**src/rtl/alu_pkg.sv**
```systemverilog
// Shared types and helpers for the ALU result stage.
package alu_pkg;

  localparam int unsigned XLEN    = 32;
  localparam int unsigned OP_W    = 4;
  localparam int unsigned TRACE_W = XLEN + 4;

  typedef enum logic [OP_W-1:0] {
    ALU_ADD_SUB = 4'd0,
    ALU_SLL     = 4'd1,
    ALU_SR      = 4'd2,
    ALU_SLT     = 4'd3,
    ALU_SLTU    = 4'd4,
    ALU_XOR     = 4'd5,
    ALU_OR      = 4'd6,
    ALU_AND     = 4'd7,
    ALU_BEQ     = 4'd8,
    ALU_BNE     = 4'd9,
    ALU_BLT     = 4'd10,
    ALU_BGE     = 4'd11,
    ALU_BLTU    = 4'd12,
    ALU_BGEU    = 4'd13
  } alu_op_e;

  // Selected result for one op: writeback value plus compare/branch bit.
  typedef struct packed {
    logic [XLEN-1:0] data;
    logic            cmp;
  } stage_res_t;

  // Trace tag for branch results in the upper nibble.
  localparam logic [TRACE_W-1:0] TRACE_BRANCH = {4'b0001, 32'b0};

  // Ops whose result depends on the compare flags.
  function automatic logic is_cmp(alu_op_e op);
    return op inside {ALU_SLT, ALU_SLTU, ALU_BEQ, ALU_BNE,
                      ALU_BLT, ALU_BGE, ALU_BLTU, ALU_BGEU};
  endfunction

  // Branch ops write back zero and only produce a condition.
  function automatic logic is_branch(alu_op_e op);
    return op inside {ALU_BEQ, ALU_BNE, ALU_BLT, ALU_BGE, ALU_BLTU, ALU_BGEU};
  endfunction

endpackage

```
**src/rtl/alu_result_stage_if.sv**
```systemverilog
// Issue-side and writeback-side signals of the ALU result stage.
interface alu_result_stage_if;
  import alu_pkg::*;

  logic                in_valid;
  logic                in_ready;
  alu_op_e             alu_op;
  logic [XLEN-1:0]     reg_op1;
  logic [XLEN-1:0]     reg_op2;
  logic [XLEN-1:0]     alu_add_sub;
  logic [XLEN-1:0]     alu_shl;
  logic [XLEN-1:0]     alu_shr;
  logic                alu_eq;
  logic                alu_ltu;
  logic                alu_lts;
  logic                out_valid;
  logic                out_ready;
  logic [XLEN-1:0]     out_data;
  logic                out_cmp;
  logic                trace_valid;
  logic [TRACE_W-1:0]  trace_data;

  modport master (
    output in_valid, alu_op, reg_op1, reg_op2, alu_add_sub, alu_shl, alu_shr,
           alu_eq, alu_ltu, alu_lts, out_ready,
    input  in_ready, out_valid, out_data, out_cmp, trace_valid, trace_data
  );

  modport slave (
    input  in_valid, alu_op, reg_op1, reg_op2, alu_add_sub, alu_shl, alu_shr,
           alu_eq, alu_ltu, alu_lts, out_ready,
    output in_ready, out_valid, out_data, out_cmp, trace_valid, trace_data
  );

endinterface

```
**src/rtl/alu_cond_sel.sv**
```systemverilog
// Combinational op -> {data, cmp} selection from ALU results and operands.
module alu_cond_sel
  import alu_pkg::*;
(
  input  alu_op_e         op,
  input  logic [XLEN-1:0] reg_op1,
  input  logic [XLEN-1:0] reg_op2,
  input  logic [XLEN-1:0] alu_add_sub,
  input  logic [XLEN-1:0] alu_shl,
  input  logic [XLEN-1:0] alu_shr,
  input  logic            alu_eq,
  input  logic            alu_ltu,
  input  logic            alu_lts,
  output stage_res_t      res_c
);

  // Result mux; unknown codes yield zero data and no condition.
  always_comb begin
    res_c = '0;
    case (op)
      ALU_ADD_SUB: res_c.data = alu_add_sub;
      ALU_SLL:     res_c.data = alu_shl;
      ALU_SR:      res_c.data = alu_shr;
      ALU_SLT:     begin res_c.data = XLEN'(alu_lts); res_c.cmp = alu_lts; end
      ALU_SLTU:    begin res_c.data = XLEN'(alu_ltu); res_c.cmp = alu_ltu; end
      ALU_XOR:     res_c.data = reg_op1 ^ reg_op2;
      ALU_OR:      res_c.data = reg_op1 | reg_op2;
      ALU_AND:     res_c.data = reg_op1 & reg_op2;
      ALU_BEQ:     res_c.cmp  = alu_eq;
      ALU_BNE:     res_c.cmp  = !alu_eq;
      ALU_BLT:     res_c.cmp  = alu_lts;
      ALU_BGE:     res_c.cmp  = !alu_lts;
      ALU_BLTU:    res_c.cmp  = alu_ltu;
      ALU_BGEU:    res_c.cmp  = !alu_ltu;
      default:     res_c = '0;
    endcase
  end

endmodule

```
**src/rtl/alu_result_stage.sv**
```systemverilog
// ALU result stage: latency wait FSM plus one-entry registered writeback slot.
module alu_result_stage
  import alu_pkg::*;
#(
  parameter bit TWO_CYCLE_ALU     = 1'b0,
  parameter bit TWO_CYCLE_COMPARE = 1'b0,
  parameter bit ENABLE_TRACE      = 1'b1
) (
  input  logic clk,
  input  logic resetn,
  input  logic flush,
  alu_result_stage_if.slave bus
);

  typedef enum logic [0:0] {ST_IDLE, ST_WAIT} state_e;

  state_e     state_q, state_d;
  logic [1:0] cnt_q, cnt_d;
  logic [1:0] lat;
  logic       cmp_q;
  logic       cap_cmp;
  logic       cmp_reg_en;
  logic       load;
  logic       slot_free;
  logic       handshake;
  logic       br_q;
  stage_res_t sel_c;
  stage_res_t res_c;

  alu_cond_sel u_cond_sel (
    .op          (bus.alu_op),
    .reg_op1     (bus.reg_op1),
    .reg_op2     (bus.reg_op2),
    .alu_add_sub (bus.alu_add_sub),
    .alu_shl     (bus.alu_shl),
    .alu_shr     (bus.alu_shr),
    .alu_eq      (bus.alu_eq),
    .alu_ltu     (bus.alu_ltu),
    .alu_lts     (bus.alu_lts),
    .res_c       (sel_c)
  );

  assign cmp_reg_en   = TWO_CYCLE_COMPARE && is_cmp(bus.alu_op);
  assign lat          = 2'(TWO_CYCLE_ALU) + 2'(cmp_reg_en);
  assign slot_free    = !bus.out_valid || bus.out_ready;
  assign handshake    = bus.out_valid && bus.out_ready;
  assign bus.in_ready = load;

  // Registered-compare ops take their condition from cmp_q instead of the live flags.
  always_comb begin
    res_c = sel_c;
    if (cmp_reg_en) begin
      res_c.cmp  = cmp_q;
      res_c.data = is_branch(bus.alu_op) ? '0 : XLEN'(cmp_q);
    end
  end

  // Next-state logic; flush overrides everything and suppresses the load.
  always_comb begin
    state_d = state_q;
    cnt_d   = cnt_q;
    load    = 1'b0;
    cap_cmp = 1'b0;
    if (flush) begin
      state_d = ST_IDLE;
      cnt_d   = 2'd0;
    end else begin
      case (state_q)
        ST_IDLE: begin
          if (bus.in_valid) begin
            if (lat == 2'd0) begin
              load = slot_free;
            end else begin
              state_d = ST_WAIT;
              cnt_d   = lat;
              cap_cmp = (lat == 2'd1) && cmp_reg_en;
            end
          end
        end
        ST_WAIT: begin
          if (cnt_q > 2'd1) begin
            cnt_d   = cnt_q - 2'd1;
            cap_cmp = (cnt_q == 2'd2) && cmp_reg_en;
          end else if (slot_free) begin
            load    = 1'b1;
            state_d = ST_IDLE;
            cnt_d   = 2'd0;
          end
        end
        default: begin
          state_d = ST_IDLE;
          cnt_d   = 2'd0;
        end
      endcase
    end
  end

  // FSM state, wait counter and captured compare condition.
  always_ff @(posedge clk or negedge resetn) begin
    if (!resetn) begin
      state_q <= ST_IDLE;
      cnt_q   <= 2'd0;
      cmp_q   <= 1'b0;
    end else begin
      state_q <= state_d;
      cnt_q   <= cnt_d;
      if (cap_cmp) cmp_q <= sel_c.cmp;
    end
  end

  // Output slot: load wins over drain, so drain+load keeps out_valid high.
  always_ff @(posedge clk or negedge resetn) begin
    if (!resetn) begin
      bus.out_valid <= 1'b0;
      bus.out_data  <= '0;
      bus.out_cmp   <= 1'b0;
      br_q          <= 1'b0;
    end else if (flush) begin
      bus.out_valid <= 1'b0;
    end else if (load) begin
      bus.out_valid <= 1'b1;
      bus.out_data  <= res_c.data;
      bus.out_cmp   <= res_c.cmp;
      br_q          <= is_branch(bus.alu_op);
    end else if (handshake) begin
      bus.out_valid <= 1'b0;
    end
  end

  // Trace pulse one cycle after each writeback handshake.
  always_ff @(posedge clk or negedge resetn) begin
    if (!resetn) begin
      bus.trace_valid <= 1'b0;
      bus.trace_data  <= '0;
    end else if (ENABLE_TRACE) begin
      bus.trace_valid <= handshake;
      if (handshake) bus.trace_data <= (br_q ? TRACE_BRANCH : '0) | TRACE_W'(bus.out_data);
    end
  end

endmodule
```
**src/flat_wrapper.sv**
```systemverilog
// flat-port wrapper written by rule: the top's interface ports become plain ports
module alu_result_stage_flat import alu_pkg::*;
#(
  parameter bit TWO_CYCLE_ALU     = 1'b0,
  parameter bit TWO_CYCLE_COMPARE = 1'b0,
  parameter bit ENABLE_TRACE      = 1'b1
)
  (clk, resetn, flush, bus_in_valid, bus_alu_op, bus_reg_op1, bus_reg_op2, bus_alu_add_sub, bus_alu_shl, bus_alu_shr, bus_alu_eq, bus_alu_ltu, bus_alu_lts, bus_out_ready, bus_in_ready, bus_out_valid, bus_out_data, bus_out_cmp, bus_trace_valid, bus_trace_data);
  alu_result_stage_if bus_i ();
  input  logic clk;
  input  logic resetn;
  input  logic flush;
  input wire logic [$bits(bus_i.in_valid)-1:0] bus_in_valid;
  input wire logic [$bits(bus_i.alu_op)-1:0] bus_alu_op;
  input wire logic [$bits(bus_i.reg_op1)-1:0] bus_reg_op1;
  input wire logic [$bits(bus_i.reg_op2)-1:0] bus_reg_op2;
  input wire logic [$bits(bus_i.alu_add_sub)-1:0] bus_alu_add_sub;
  input wire logic [$bits(bus_i.alu_shl)-1:0] bus_alu_shl;
  input wire logic [$bits(bus_i.alu_shr)-1:0] bus_alu_shr;
  input wire logic [$bits(bus_i.alu_eq)-1:0] bus_alu_eq;
  input wire logic [$bits(bus_i.alu_ltu)-1:0] bus_alu_ltu;
  input wire logic [$bits(bus_i.alu_lts)-1:0] bus_alu_lts;
  input wire logic [$bits(bus_i.out_ready)-1:0] bus_out_ready;
  output wire logic [$bits(bus_i.in_ready)-1:0] bus_in_ready;
  output wire logic [$bits(bus_i.out_valid)-1:0] bus_out_valid;
  output wire logic [$bits(bus_i.out_data)-1:0] bus_out_data;
  output wire logic [$bits(bus_i.out_cmp)-1:0] bus_out_cmp;
  output wire logic [$bits(bus_i.trace_valid)-1:0] bus_trace_valid;
  output wire logic [$bits(bus_i.trace_data)-1:0] bus_trace_data;
  assign bus_i.in_valid = bus_in_valid;
  assign bus_i.alu_op = bus_alu_op;
  assign bus_i.reg_op1 = bus_reg_op1;
  assign bus_i.reg_op2 = bus_reg_op2;
  assign bus_i.alu_add_sub = bus_alu_add_sub;
  assign bus_i.alu_shl = bus_alu_shl;
  assign bus_i.alu_shr = bus_alu_shr;
  assign bus_i.alu_eq = bus_alu_eq;
  assign bus_i.alu_ltu = bus_alu_ltu;
  assign bus_i.alu_lts = bus_alu_lts;
  assign bus_i.out_ready = bus_out_ready;
  assign bus_in_ready = bus_i.in_ready;
  assign bus_out_valid = bus_i.out_valid;
  assign bus_out_data = bus_i.out_data;
  assign bus_out_cmp = bus_i.out_cmp;
  assign bus_trace_valid = bus_i.trace_valid;
  assign bus_trace_data = bus_i.trace_data;
  alu_result_stage #(.TWO_CYCLE_ALU(TWO_CYCLE_ALU), .TWO_CYCLE_COMPARE(TWO_CYCLE_COMPARE), .ENABLE_TRACE(ENABLE_TRACE)) u_core (.clk(clk), .resetn(resetn), .flush(flush), .bus(bus_i));
endmodule
```
**config.mk**
```make
export PLATFORM = sky130hd
export DESIGN_NAME = alu_result_stage_flat
export DESIGN_NICKNAME = d
export VERILOG_FILES = /design/src/rtl/alu_pkg.sv /design/src/rtl/alu_result_stage_if.sv /design/src/rtl/alu_cond_sel.sv /design/src/rtl/alu_result_stage.sv /design/src/flat_wrapper.sv
export SDC_FILE = /design/constraint.sdc
export NUM_CORES = 1
export LEC_CHECK = 0
export CELL_PAD_IN_SITES_DETAIL_PLACEMENT = 2
export CELL_PAD_IN_SITES_GLOBAL_PLACEMENT = 2
export CORE_MARGIN = 5
export CORE_UTILIZATION = 41
export CTS_CLUSTER_SIZE = 30
export DETAILED_ROUTE_END_ITERATION = 12
export DONT_BUFFER_PORTS = 1
export HOLD_SLACK_MARGIN = 0.1
export PLACE_DENSITY = 0.91
export SLEW_MARGIN = 10
export SYNTH_ARGS = -nofsm -noshare
export SYNTH_HDL_FRONTEND = slang
export SYNTH_SLANG_ARGS = --single-unit
export TNS_END_PERCENT = 50
```
**constraint.sdc**
```tcl
create_clock -name clk -period 3.1 [get_ports clk]
set_input_delay 0.465 -clock clk [delete_from_list [all_inputs] [get_ports clk]]
set_output_delay 0.465 -clock clk [all_outputs]
set_load 0.01 [all_outputs]
```
# Yosys cells after proc, flatten, opt, wreduce, memory -nomap -nowiden
# Index checks and enable logic that the tools add are counted.
[word_totals]
regBits = 75
in_bits = 172
[classes]
n_addsub = 1
magnitude_cmp = 1
eq_ne = 15
muxes = 19
bitwise_logic = 6
reduce_logical = 13
[op_table]
columns = ["cell", "count"]
rows = [
  ["$pmux 32 s8", 1],
  ["$or 36x32->36", 1],
  ["$mux 33", 1],
  ["$and 32x32->32", 1],
  ["$or 32x32->32", 1],
  ["$xor 32x32->32", 1],
  ["$eq 4x4->1 const B", 6],
  ["$eq 4x3->1 const B", 4],
  ["$mux 1", 10],
  ["$eq 4x2->1 const B", 2],
  ["$mux 2", 4],
  ["$pmux 1 s6", 1],
  ["$reduce_bool 6->1", 1],
  ["$eq 4x1->1 const B", 1],
  ["$logic_not 1->1", 4],
  ["$logic_not 4->1", 1],
  ["$ne 4x4->1 const B", 1],
  ["$pmux 1 s2", 2],
  ["$reduce_and 2->1", 2],
  ["$reduce_or 2->1", 2],
  ["$reduce_bool 3->1", 1],
  ["$gt 2x1->1 const B", 1],
  ["$ne 2x2->1 const B", 1],
  ["$not 1->1", 2],
  ["3 further kinds", 3],
]

# Longest topological paths before layout
[depth]
word_depth = 8
mapped_depth = 6

# Cells and area by module
# Synthesis repeated with hierarchy kept, for this count alone.
[unflattened]
hier_cells = 519
area_unflattened_um2 = 5373.9
[modules_own_cells]
columns = ["mod", "instances", "cells_each", "area_each_um2", "seq_area_each_um2"]
rows = [
  ["alu_result_stage", 1, 165, 2746.4, 1801.7],
  ["alu_cond_sel", 1, 354, 2627.5, 0.0],
]

# Worst setup path after synthesis
# OpenSTA, ideal clock, no wires.
[synth_path]
path_kind = "register to output"
start = "register u_core.bus.out_valid"
end = "output bus_in_ready"
t_arrival_ps = 1277
setup_slack_ps = 1358
stages_incl_launch_ff = 5
cell_sequence = "dfrtp_1 -> nor2b_1 -> a211oi_2 -> buf_2 -> buf_4"
[synth_via]
elab_chain_len = 6
[synth_rtl]
columns = ["element", "line_no", "text"]
rows = [
  ["from (decl)", "alu_result_stage_if.sv:32", "output in_ready, out_valid, out_data, out_cmp, trace_valid, trace_data"],
  ["from (signal assigned)", "alu_result_stage.sv:114", "bus.out_valid <= 1'b0;"],
  ["from (signal assigned)", "alu_result_stage.sv:119", "bus.out_valid <= 1'b0;"],
  ["from (signal assigned)", "alu_result_stage.sv:121", "bus.out_valid <= 1'b1;"],
  ["$logic_not 1->1 (*)", "alu_result_stage.sv:45", "assign slot_free = !bus.out_valid || bus.out_ready;"],
  ["$logic_or 1x1->1 (*)", "alu_result_stage.sv:45", ""],
  ["$mux 1", "alu_result_stage.sv:84", "end else if (slot_free) begin"],
  ["$mux 1", "alu_result_stage.sv:81", "if (cnt_q > 2'd1) begin"],
  ["$pmux 1 s2 (*)", "alu_result_stage.sv:68", "case (state_q)"],
  ["$mux 1 (*)", "alu_result_stage.sv:64", "if (flush) begin"],
  ["to (decl)", "flat_wrapper.sv:24", "output wire logic [$bits(bus_i.in_ready)-1:0] bus_in_ready;"],
]
# Every way passes the cells marked *; elsewhere a longest branch is shown, timed or not.

# Final worst setup path
[layout_path]
start = "register u_core.state_q"
end = "output bus_in_ready"
[layout_via]
elab_chain_len = 3
[layout_rtl]
columns = ["element", "line_no", "text"]
rows = [
  ["from (decl)", "alu_result_stage.sv:17", "state_e state_q, state_d;"],
  ["from (signal assigned)", "alu_result_stage.sv:105", "state_q <= state_d;"],
  ["$not 1->1", "-", ""],
  ["$pmux 1 s2 (*)", "alu_result_stage.sv:68", ""],
  ["$mux 1 (*)", "alu_result_stage.sv:64", ""],
]
# Marked as above.

==> impl_metrics.py <==
metrics = {
    "run_status": {
        "status": "completed",
    },
    "finish": {
        "layout.nets": 700,
        "fin_util_pct": 45.91,
        "drive_above_1_share_pct": 18.34,
        "area_delta_synth_final_pct": 9.297,
        "final_cell_count_no_fill": 637,
        "diodes": 0,
    },
    "sta": {
        "slew-limit-headroom_pct": 34.90,
        "setup_ws_ps": 911.4,
        "hold_viol_final": 0,
        "fin_crit_ps": 2189,
        "drv_slew": 0,
        "finalSetupViolCount": 0,
        "rsz0062_at_grt": "false",
        "final.period_utilization_pct": 70.60,
        "worstMarginPinSlew_ps": 973.1,
        "fmax_mhz": 456.9,
        "fin_worst_skew_ps": 5.677,
        "hold_ws_ps": 183.4,
        "timing.setup.tns_ps": 0,
    },
    "worst_setup_path": {
        "r2r_end": "u_core.bus.out_data[6]$_DFFE_PN0P_",
        "max_stage_delay_ps": 420,
        "startpoint": "u_core.state_q$_DFF_PN0_",
        "cp.required_ps": 2630,
        "crit_fanout": 35,
        "crit_cells": 3,
        "reg2reg_setup_slack_ps": 1070,
        "path_buf_inv": 1,
        "cp-end-kind": "primary output",
        "crit_path_end": "bus_in_ready",
        "ff2ff_path_depth": 4,
        "reg2reg_from": "u_core.state_q$_DFF_PN0_",
        "crit_path_start_kind": "flop",
        "crit_path_cell_trace": "nand2b_1 > a211oi_4 > buf_4",
        "worstPathArrival_ps": 1720,
        "critical-path-slowest-cell": "dfrtp_1",
        "crit_type": "reg2out",
        "critical_path.top_delay_family": "flip-flops",
    },
    "drt": {
        "first_pass_iters": 4,
        "drtAntennaViolNets": 0,
        "routed_wl_microns": 17690,
        "vias": 4003,
        "vias_per_cell": 6.284,
        "drt_iter0_drc": 135,
        "route.detailed.drc": 0,
        "wl_per_cell_microns": 27.77,
    },
    "cts": {
        "cts_tree": "yes",
        "clk_pin_slew_ps": 60,
        "post_cts_resize_count": 0,
        "clock_latency_ps": 340,
        "root_buffer": "clkbuf_16",
        "clock_path_buffers": 2,
        "clock-sinks": 72,
        "cts_buffers": 9,
        "htree_levels": 3,
    },
    "pwr": {
        "power.density_mw_per_mm2": 545.5,
        "p_leak_nw": 2.724,
        "peakVddDrop_uv": 269.5,
    },
    "global_route": {
        "grt_max_degree": 73,
        "antenna_found_initial": 0,
        "grt.overflow.total": 0,
        "grt_use_total_pct": 23.83,
        "grt_pass1_vias": 4742,
        "grt_pass1_wl_microns": 26890,
    },
    "floorplanning": {
        "core_sq_mm": 0.01211,
        "initial_core_util_pct": 42.00,
        "fp.dieW_microns": 121.4,
        "num_rows": 40,
        "die_y_microns": 121.4,
        "die-area_sq_mm": 0.01474,
        "ios": 244,
    },
    "logic_synthesis": {
        "synth_ff_type": "dfrtp_1",
        "synth.yosys.seq_area_share_pct": 35.42,
        "async_flop_share_pct": 100.0,
        "synth_area_sq_mm": 0.005087,
        "avgSynthCellArea_sq_um": 10.67,
        "synth_edf_count": 0,
        "ys_seq_elements": 72,
        "synth_cells": 477,
        "yosys.cell_types.count": 39,
        "yosys_warnings": 0,
    },
    "min_path": {
        "hold_depth": 1,
        "hold_path_class": "in2reg",
    },
    "placement": {
        "dp.cells": 619,
        "pre_cts_ws_ps": 1048,
        "gp_congestion": 0.7646,
        "place_hpwl_microns": 13570,
        "io_buffers": 0,
    },
    "job": {
        "drv_cap": 0,
    },
}
==> power by group <==
group | internal, mW | switching, mW | leakage (nW) | total (mW)
combinational | 0.232 | 0.203 | 1.64 | 0.435
clock | 0.787 | 0.429 | 0.166 | 1.22
sequential | 1.13 | 0.256 | 0.918 | 1.38
==> layer usage <==
layer	routed length [microns]	part of all wire, %	global-route usage, %	vias to the layer above
li1	-	-	-	1725
met1	6167	35	24.31	2049
met2	9284	52	43.77	198
met3	1838	10	8.858	31
met4	402	2.3	9.314	0
met5	0	0	0	-
==> per-stage QoR <==
step	total power, mW	instance area (sq um)
floorplan	1.670	5095
global route	3.181	5560
global placement	1.758	5177
finish	3.033	5560
CTS	3.078	5560
detailed placement	1.819	5177
==> worst reg2reg max path, cell delays in order (launching register included) <==
cell      delay, ps
dfrtp_1         420
nand2b_1        230
a211oi_4        320
nand2_1         570
o211a_1         370
==> worst min path at each step <==
stage,endpoint,start
after global routing,u_core.bus.out_valid$_DFFE_PN0P_,flush
after CTS,u_core.bus.out_valid$_DFFE_PN0P_,flush
after floorplan,u_core.br_q$_DFFE_PN0P_,resetn
after detailed placement,u_core.bus.trace_data[16]$_DFFE_PN0P_,resetn
after global placement,u_core.bus.out_valid$_DFFE_PN0P_,resetn
final,u_core.bus.out_valid$_DFFE_PN0P_,flush
==> kinds of logic (layout without fill, tap and decap cells) <==
logic type                 after synthesis  count (layout)  share of synthesized area, %
buffers and inverters                  105              95                         9.247
DFF                                     72              72                         35.42
adders and majority gates               64              64                         15.74
and+or+nand+nor                         60              60                         7.919
xor gates and xnor gates                 1               1                        0.1722
muxes                                   46              46                         10.08
other                                    1               3                       0.07371
AOI/OAI and AO/OA                      128             128                         21.35
==> registers in the layout (all words and copies together) (netlist names) <==
signal,flops
u_core.br_q,1
u_core.bus.out_cmp,1
u_core.bus.out_data,32
u_core.bus.out_valid,1
u_core.bus.trace_data,33
u_core.bus.trace_valid,1
u_core.cnt_q,2
u_core.state_q,1
==> synthesized netlist by cell type, types with 2 or more instances <==
cell type  number  area, sq um
nor2_1          3        11.26
buf_6           3        33.78
mux2_2         42        473.0
o21ai_0         5        25.02
nand4_1        20        125.1
nor4b_4         2        47.55
ha_1           64        800.8
nand2b_1        4        25.02
a22oi_2        10        125.1
a31oi_1         2        12.51
mux2i_1         4        40.04
a2bb2oi_1      20        175.2
nand3b_1        2        15.01
a22oi_1        53        397.9
inv_1          67        251.5
nor2b_1         2        12.51
nand2_1        17        63.81
o22ai_1         2        12.51
nor3b_1         3        22.52
dfrtp_1        72         1802
nor4bb_1        2        20.02
o211a_1        20        200.2
buf_2          18        90.09
o2111ai_1      11        96.34
clkbuf_1        8        30.03
buf_4           8        60.06
==> area by class of cell <==
type | count | area, sq um
fill | 1250 | 6551
multi-input combinational | 302 | 2839
sequential | 72 | 1802
inverter | 67 | 251.5
clock buffer | 9 | 225.2
tap | 168 | 210.2
clock inverter | 7 | 120.1
timing repair buffer | 12 | 112.6
==> what timing repair did <==
item                                   4_1_cts  5_1_grt
endpoints found under the hold margin       72        0
buffers inserted                             0        0
hold buffers                                 2        0
==> layout by cell type, fill, tap and decap left out, types with 4 or more instances in the layout <==
cell	n
buf_4	10
inv_1	67
a22oi_2	10
mux2i_1	4
clkbuf_16	9
ha_1	64
o2111ai_1	11
o211a_1	20
mux2_2	42
nand2b_1	4
dfrtp_1	72
nand2_1	16
a22oi_1	53
o21ai_0	5
a2bb2oi_1	20
nand4_1	20
Note: power is estimated with default switching activity, not from simulation.
